==> src/rtl/logic_gate_pipe.sv <==
// logic_gate_pipe: registered WIDTH-bit logic unit with valid/ready handshakes and burst folding.
// A burst's true beat count saturates at 2^CNT_W-1; y_sat marks bursts that went past it.
module logic_gate_pipe #(
    parameter int WIDTH = 8,
    parameter int CNT_W = 4
) (
    input  logic             clk,
    input  logic             rst_n,
    input  logic [WIDTH-1:0] a,
    input  logic [WIDTH-1:0] b,
    input  logic [2:0]       op,
    input  logic             acc_en,
    input  logic [1:0]       acc_fn,
    input  logic             last,
    input  logic             in_valid,
    output logic             in_ready,
    output logic [WIDTH-1:0] y,
    output logic [CNT_W-1:0] y_cnt,
    output logic             y_sat,
    output logic             out_valid,
    input  logic             out_ready,
    output logic             busy
);
    typedef enum logic {IDLE, ACCUM} state_t;
    state_t           state;
    logic [WIDTH-1:0] acc, r, f;
    logic [CNT_W-1:0] cnt, cnt_nx;
    logic [1:0]       fn;
    logic             sat, sat_nx, cnt_max, accept, emit;

    assign in_ready = !out_valid || out_ready;
    assign accept   = in_valid && in_ready;
    assign busy     = state == ACCUM;
    assign emit     = !acc_en || last;
    assign cnt_max  = &cnt;
    assign cnt_nx   = cnt_max ? cnt : cnt + 1'b1;
    assign sat_nx   = sat || cnt_max;

    always_comb begin
        r = op == 3'd0 ? a & b :
            op == 3'd1 ? a | b :
            op == 3'd2 ? a ^ b :
            op == 3'd3 ? ~(a & b) :
            op == 3'd4 ? ~(a | b) :
            op == 3'd5 ? ~(a ^ b) :
            op == 3'd6 ? ~a : a;
        f = fn == 2'b01 ? acc | r :
            fn == 2'b10 ? acc ^ r : acc & r;
    end

    always_ff @(posedge clk or negedge rst_n) begin
        if (!rst_n) begin
            state     <= IDLE;
            acc       <= '0;
            cnt       <= '0;
            sat       <= 1'b0;
            fn        <= 2'b00;
            y         <= '0;
            y_cnt     <= '0;
            y_sat     <= 1'b0;
            out_valid <= 1'b0;
        end else begin
            if (out_valid && out_ready) out_valid <= 1'b0;
            if (accept) begin
                if (state == IDLE) begin
                    if (emit) begin
                        y         <= r;
                        y_cnt     <= CNT_W'(1);
                        y_sat     <= 1'b0;
                        out_valid <= 1'b1;
                    end else begin
                        acc   <= r;
                        cnt   <= CNT_W'(1);
                        sat   <= 1'b0;
                        fn    <= acc_fn;
                        state <= ACCUM;
                    end
                end else if (emit) begin
                    y         <= f;
                    y_cnt     <= cnt_nx;
                    y_sat     <= sat_nx;
                    out_valid <= 1'b1;
                    state     <= IDLE;
                    acc       <= '0;
                    cnt       <= '0;
                    sat       <= 1'b0;
                end else begin
                    acc <= f;
                    cnt <= cnt_nx;
                    sat <= sat_nx;
                end
            end
        end
    end
endmodule
==> config.mk <==
export PLATFORM = sky130hd
export DESIGN_NAME = logic_gate_pipe
export DESIGN_NICKNAME = d
export VERILOG_FILES = /design/src/rtl/logic_gate_pipe.sv
export SDC_FILE = /design/constraint.sdc
export NUM_CORES = 1
export LEC_CHECK = 0
export ABC_AREA = 0
export BUFFER_PORTS_ARGS = -buffer_cell sky130_fd_sc_hd__clkbuf_2
export CAP_MARGIN = 25
export CORE_MARGIN = 2
export CORE_UTILIZATION = 59
export CTS_CLUSTER_DIAMETER = 60
export DETAILED_ROUTE_END_ITERATION = 7
export PLACE_DENSITY = 0.93
export SETUP_SLACK_MARGIN = 0.1
export SYNTH_ARGS = -nofsm -noshare
export SYNTH_HDL_FRONTEND = slang
export SYNTH_SLANG_ARGS = --single-unit
==> constraint.sdc <==
create_clock -name clk -period 5.2 [get_ports clk]
set_input_delay 1.04 -clock clk [delete_from_list [all_inputs] [get_ports clk]]
set_output_delay 1.04 -clock clk [all_outputs]
set_load 0.05 [all_outputs]
-- Word level (Yosys, flattened, before mapping)
Cells that the tools add are included.
- eq/ne operators: 9
- bitwise gates (word level): 12
- mux-type cells: 32
- reductions and logical operators: 12
- $add $sub $neg: 1
- operator list (cell ; number):
    2-to-1 mux 8 bit ; 15
    NOT 8 bit ; 4
    2-to-1 mux 4 bit ; 7
    AND 8 bit ; 2
    OR 8 bit ; 2
    XOR 8 bit ; 2
    2-to-1 mux 1 bit ; 10
    equality test 3 bit, second input constant ; 3
    equality test 3 x 2 -> 1 bit, second input constant ; 2
    adder 4 x 1 -> 4 bit, second input constant ; 1
    AND reduction 2 bit ; 2
    AND reduction 4 bit ; 1
    equality test 3 x 1 -> 1 bit, second input constant ; 1
    logical NOT 3 bit ; 1
    logical OR 1 bit ; 3
    AND reduction 3 bit ; 1
    equality test 2 x 1 -> 1 bit, second input constant ; 1
    equality test 2 bit, second input constant ; 1
    logical AND 1 bit ; 2
    logical NOT 1 bit ; 2
    inequality test 2 bit, second input constant ; 1
    NOT 1 bit ; 2
- flip-flop bits (word level): 30
- bits of input ports: 27
- word-level logic and storage cells: 75
- output and inout bits: 16

-- Depth between registers and ports, before layout
- depth after elaboration: 13
- depth in mapped cells: 14
- mapped depth without buffers: 13

-- Worst setup path before layout
Ideal clock, no wire load.
- kind: input -> register
- start point: input port op[1]
- end point: register acc[6]
- library setup time: 0.136 ns
- path buffers: 3
- path slack: 1.809 ns
- stages on the path: 12
- arrival: 3.255 ns
- required time: 5.064 ns
- cells stage by stage: buf_4 buf_4 buf_2 o211ai_1 a21oi_1 a311oi_1 or2_2 ha_1 mux2_2 o211a_1 a221oi_1 o21ai_1
- cells in the longest elaborated chain, start to end: 13
- elaborated cells on any way between the ends: 22
- those cells by class: eq/ne (6); mux (12); bitwise (3); reduce/logical (1)
- RTL lines (item ; line ; text):
    start, declared ; 11 ; input logic [2:0] op,
    equality test 3 bit ; 46 ; op == 3'd6 ? ~a : a;
    2-to-1 mux 8 bit ; 46 ;
    2-to-1 mux 8 bit ; 45 ; op == 3'd5 ? ~(a ^ b) :
    2-to-1 mux 8 bit ; 44 ; op == 3'd4 ? ~(a | b) :
    2-to-1 mux 8 bit ; 43 ; op == 3'd3 ? ~(a & b) :
    2-to-1 mux 8 bit ; 42 ; op == 3'd2 ? a ^ b :
    2-to-1 mux 8 bit ; 41 ; op == 3'd1 ? a | b :
    2-to-1 mux 8 bit (*) ; 40 ; r = op == 3'd0 ? a & b :
    AND 8 bit / XOR 8 bit (equally long branches) ; 48 ; fn == 2'b10 ? acc ^ r : acc & r;
    2-to-1 mux 8 bit ; 48 ;
    2-to-1 mux 8 bit ; 47 ; f = fn == 2'b01 ? acc | r :
    2-to-1 mux 8 bit ; 78 ; end else if (emit) begin
    2-to-1 mux 8 bit (*) ; 65 ; if (state == IDLE) begin
    end signal, assigned ; 72 ; acc <= r;
    end, declared ; 26 ; logic [WIDTH-1:0] acc, r, f;
Mark *: on every way between the ends. The rest lies on a longest branch, timed or not. The select of a mux whose other input is x is not followed.
A chain may end at the register's enable or synchronous reset.

-- Final worst setup path
Ends and elaborated chain as after synthesis.

==> results.py <==
metrics = {
    "run_status": {
        "status": "completed",
    },
    "floorplanning": {
        "rows": 25,
        "core_area_sq_um": 4790,
        "io-pin-count": 43,
        "fp.dieArea_sq_um": 5620,
        "die_w_um": 75.0,
        "start_util": 0.621,
        "die_height_um": 75.0,
    },
    "drt": {
        "avgRoutedWirePerCell_um": 13.5,
        "drc": 0,
        "dr.pass1.iters": 6,
        "final_antenna_net_count": 0,
        "vias": 2667,
        "vias_per_cell": 5.87,
        "drt_wl_total_um": 6140,
        "drtIter0Drc": 163,
    },
    "power_and_ir_drop": {
        "sequentialPowerShare": 0.366,
        "combPwrFrac": 0.452,
        "power_density_nw_per_um2": 301,
        "p_leak_nw": 1.55,
        "power.total_uw": 967,
        "pwr-share-clk": 0.182,
        "swShare": 0.427,
        "p_int_uw": 554,
        "worst_ir_drop_vdd_uv": 141,
        "switching_power_uw": 412,
    },
    "worst_setup_path": {
        "startpoint": "op[1]",
        "crit_type": "primary input to flip-flop",
        "crit_required_ns": 5.36,
        "end_kind": "flip-flop",
        "reg2reg_depth": 4,
        "cp.arrival_ns": 3.94,
        "startpoint_type": "primary input",
        "worstPathMaxFanout": 28,
        "reg2reg_from": "fn[1]",
    },
    "logic_synthesis": {
        "synth_seq_cells": 30,
        "synthMuxAreaShare": 0.0906,
        "avgSynthCellArea_sq_um": 8.21,
        "yosys.area_share.adder": 0.139,
        "synth_edf_count": 0,
        "synth-simple-area-share": 0.167,
        "yosys_warnings": 0,
        "seq_area_frac_synth": 0.253,
        "synth.distinct_cells": 53,
        "synth_compound_area_frac": 0.253,
        "ys_async_sr_fraction": 1.00,
        "synth_xor_area_frac": 0.00885,
        "mappedNetlistNets": 422,
        "synth_flop_cell": "dfrtp_1",
        "synth_top_family_by_area": "compound AO/OA/AOI/OAI gates",
        "netlist_area_sq_um": 2970,
        "syn_inst": 362,
    },
    "placed_design": {
        "place_hpwl_um": 4540,
        "io_buffers": 42,
        "placedCellCount": 447,
        "routabilityCongestion": 0.821,
        "place_area_sq_um": 3140,
        "dp_slack_ns": 1.13,
    },
    "flow_run": {
        "maxCapViolCount": 0,
    },
    "sta": {
        "tightestPinTransition_ns": 1.04,
        "hold_viol_final": 0,
        "setup-tns-final_ns": 0,
        "max_freq_mhz": 264,
        "finalSetupViolations": 0,
        "period_minus_slack_ns": 3.78,
        "slew-limit-headroom": 0.304,
        "drv_slew": 0,
        "rsz0062_at_grt": "false",
        "whs_ns": 0.476,
        "fin_skew_ns": 0.00392,
        "fin_crit_sh": 0.727,
        "final.setup.worst_slack_ns": 1.42,
    },
    "grt": {
        "met3_usage": 0.0375,
        "use_met1": 0.289,
        "grt_pass1_vias": 2346,
        "grt_pass1_wl_um": 10200,
        "use_met2": 0.410,
        "antenna_found_initial": 0,
        "grt_most_used_layer": "met2",
        "overflow": 0,
        "gr-usage-all-layers": 0.233,
        "grt_max_degree": 54,
    },
    "clock_tree": {
        "cts_root_buffer": "clkbuf_8",
        "clk-insertion-delay-late_ns": 0.29,
        "cts_max_path_buffers": 2,
        "path_clk_slew_ns": 0.06,
        "holdBufCountCts": 0,
        "clkSinkCount": 30,
        "cts_buffers": 5,
        "cts_setup_buffers": 0,
        "h-tree-depth": 2,
        "cts_resized": 0,
        "tritoncts": "done",
    },
    "finish": {
        "fin_cells": 454,
        "fin_area_sq_um": 3210,
        "n_fill_cell": 432,
        "final_util": 0.671,
        "area_growth_pct": 8.17,
        "nNetsFinal": 447,
        "drive_gt1_frac": 0.191,
        "antenna_cells": 0,
    },
    "worst_hold_path": {
        "hold_depth": 2,
        "hp-class": "flip-flop to flip-flop",
        "min_from": "y_cnt[2]",
    },
}
[cells in the mapped netlist (all sizes together) (2+ instances only)]
cell / number / area share
or2: 3 / 0.0063
mux2: 16 / 0.062
buf: 12 / 0.028
and3: 2 / 0.0042
mux2i: 4 / 0.013
nand3: 6 / 0.010
dfrtp: 30 / 0.25
a32o: 3 / 0.010
a2bb2oi: 8 / 0.024
a221oi: 5 / 0.019
nor2: 13 / 0.016
inv: 35 / 0.044
xor2: 2 / 0.0059
a211oi: 3 / 0.0076
o31ai: 3 / 0.0093
nand2: 43 / 0.054
clkbuf: 12 / 0.015
o22ai: 4 / 0.0084
a21oi: 18 / 0.030
or3: 8 / 0.017
o211ai: 16 / 0.040
mux4: 2 / 0.015
nor2b: 12 / 0.025
nand2b: 12 / 0.025
ha: 33 / 0.14
o21ai: 39 / 0.067
[per-layer routing]
layer,vias up,part of all wire
li1,1328,-
met1,1260,0.45
met2,70,0.49
met3,9,0.048
met4,0,0.012
met5,-,0
[state kept, by name, summed over array words and instances (netlist names)]
name	flops
sat	1
y_sat	1
out_valid	1
busy	1
y_cnt	4
cnt	4
fn	2
y	8
acc	8
[placed cells by master (no fill, tap or decap), types with 12 or more instances in the layout]
cell / n
nor2_1: 13
nand2_1: 43
dfrtp_1: 30
clkbuf_2: 42
inv_1: 34
mux2_2: 15
ha_1: 33
o21ai_0: 34
nor2b_1: 12
nand2b_1: 12
a21oi_1: 18
o211ai_1: 16
[cell type report]
cell class                      count  area, sq um  area share
Tap cell                           67         83.8      0.0261
Sequential cell                    30          751       0.234
Inverter                           36          135      0.0421
Multi-Input combinational cell    272         1960       0.609
Timing Repair Buffer               42          210      0.0654
Clock buffer                        7         76.3      0.0238
[cells by family (layout without fill, tap and decap cells)]
logic type / count (synthesis) / in the layout
AO/OA/AOI/OAI: 111 / 111
AND/OR/NAND/NOR: 103 / 103
buffers and inverters: 60 / 85
adder cells (fa/ha/maj): 33 / 33
flip-flops: 30 / 30
multiplexers: 22 / 22
XOR/XNOR: 3 / 3
[final timing paths]
check                                 to  slack [ns]
max in group asynchronous         acc[4]        3.93
worst min register to register  y_cnt[2]        0.48
worst max-delay path              acc[6]        1.42
worst max register to register      y[5]        3.13
min in group asynchronous       y_cnt[3]        0.80
worst min-delay path            y_cnt[2]        0.48
[critical path, cell delays in order]
cell      delay, ns
clkbuf_2       0.45
clkinv_1       0.42
o211ai_1       0.26
a21oi_1        0.08
a311oi_1       0.43
or2_2          0.20
ha_1           0.21
mux2_2         0.27
o211a_1        0.22
a221oi_1       0.26
o21ai_1        0.09
[power groups by stage]
| stage | Sequential, mW | Clock, mW | Combinational (mW) |
|---|---|---|---|
| 4_1_cts | 0.353 | 0.175 | 0.439 |
| 6_report | 0.354 | 0.175 | 0.437 |
| 2_1_floorplan | 0.400 | 0 | 0.294 |
| 5_1_grt | 0.363 | 0.186 | 0.487 |
| 3_5_place_dp | 0.356 | 0 | 0.437 |
| 3_3_place_gp | 0.352 | 0 | 0.417 |
Note: power is estimated with default switching activity, not from simulation.
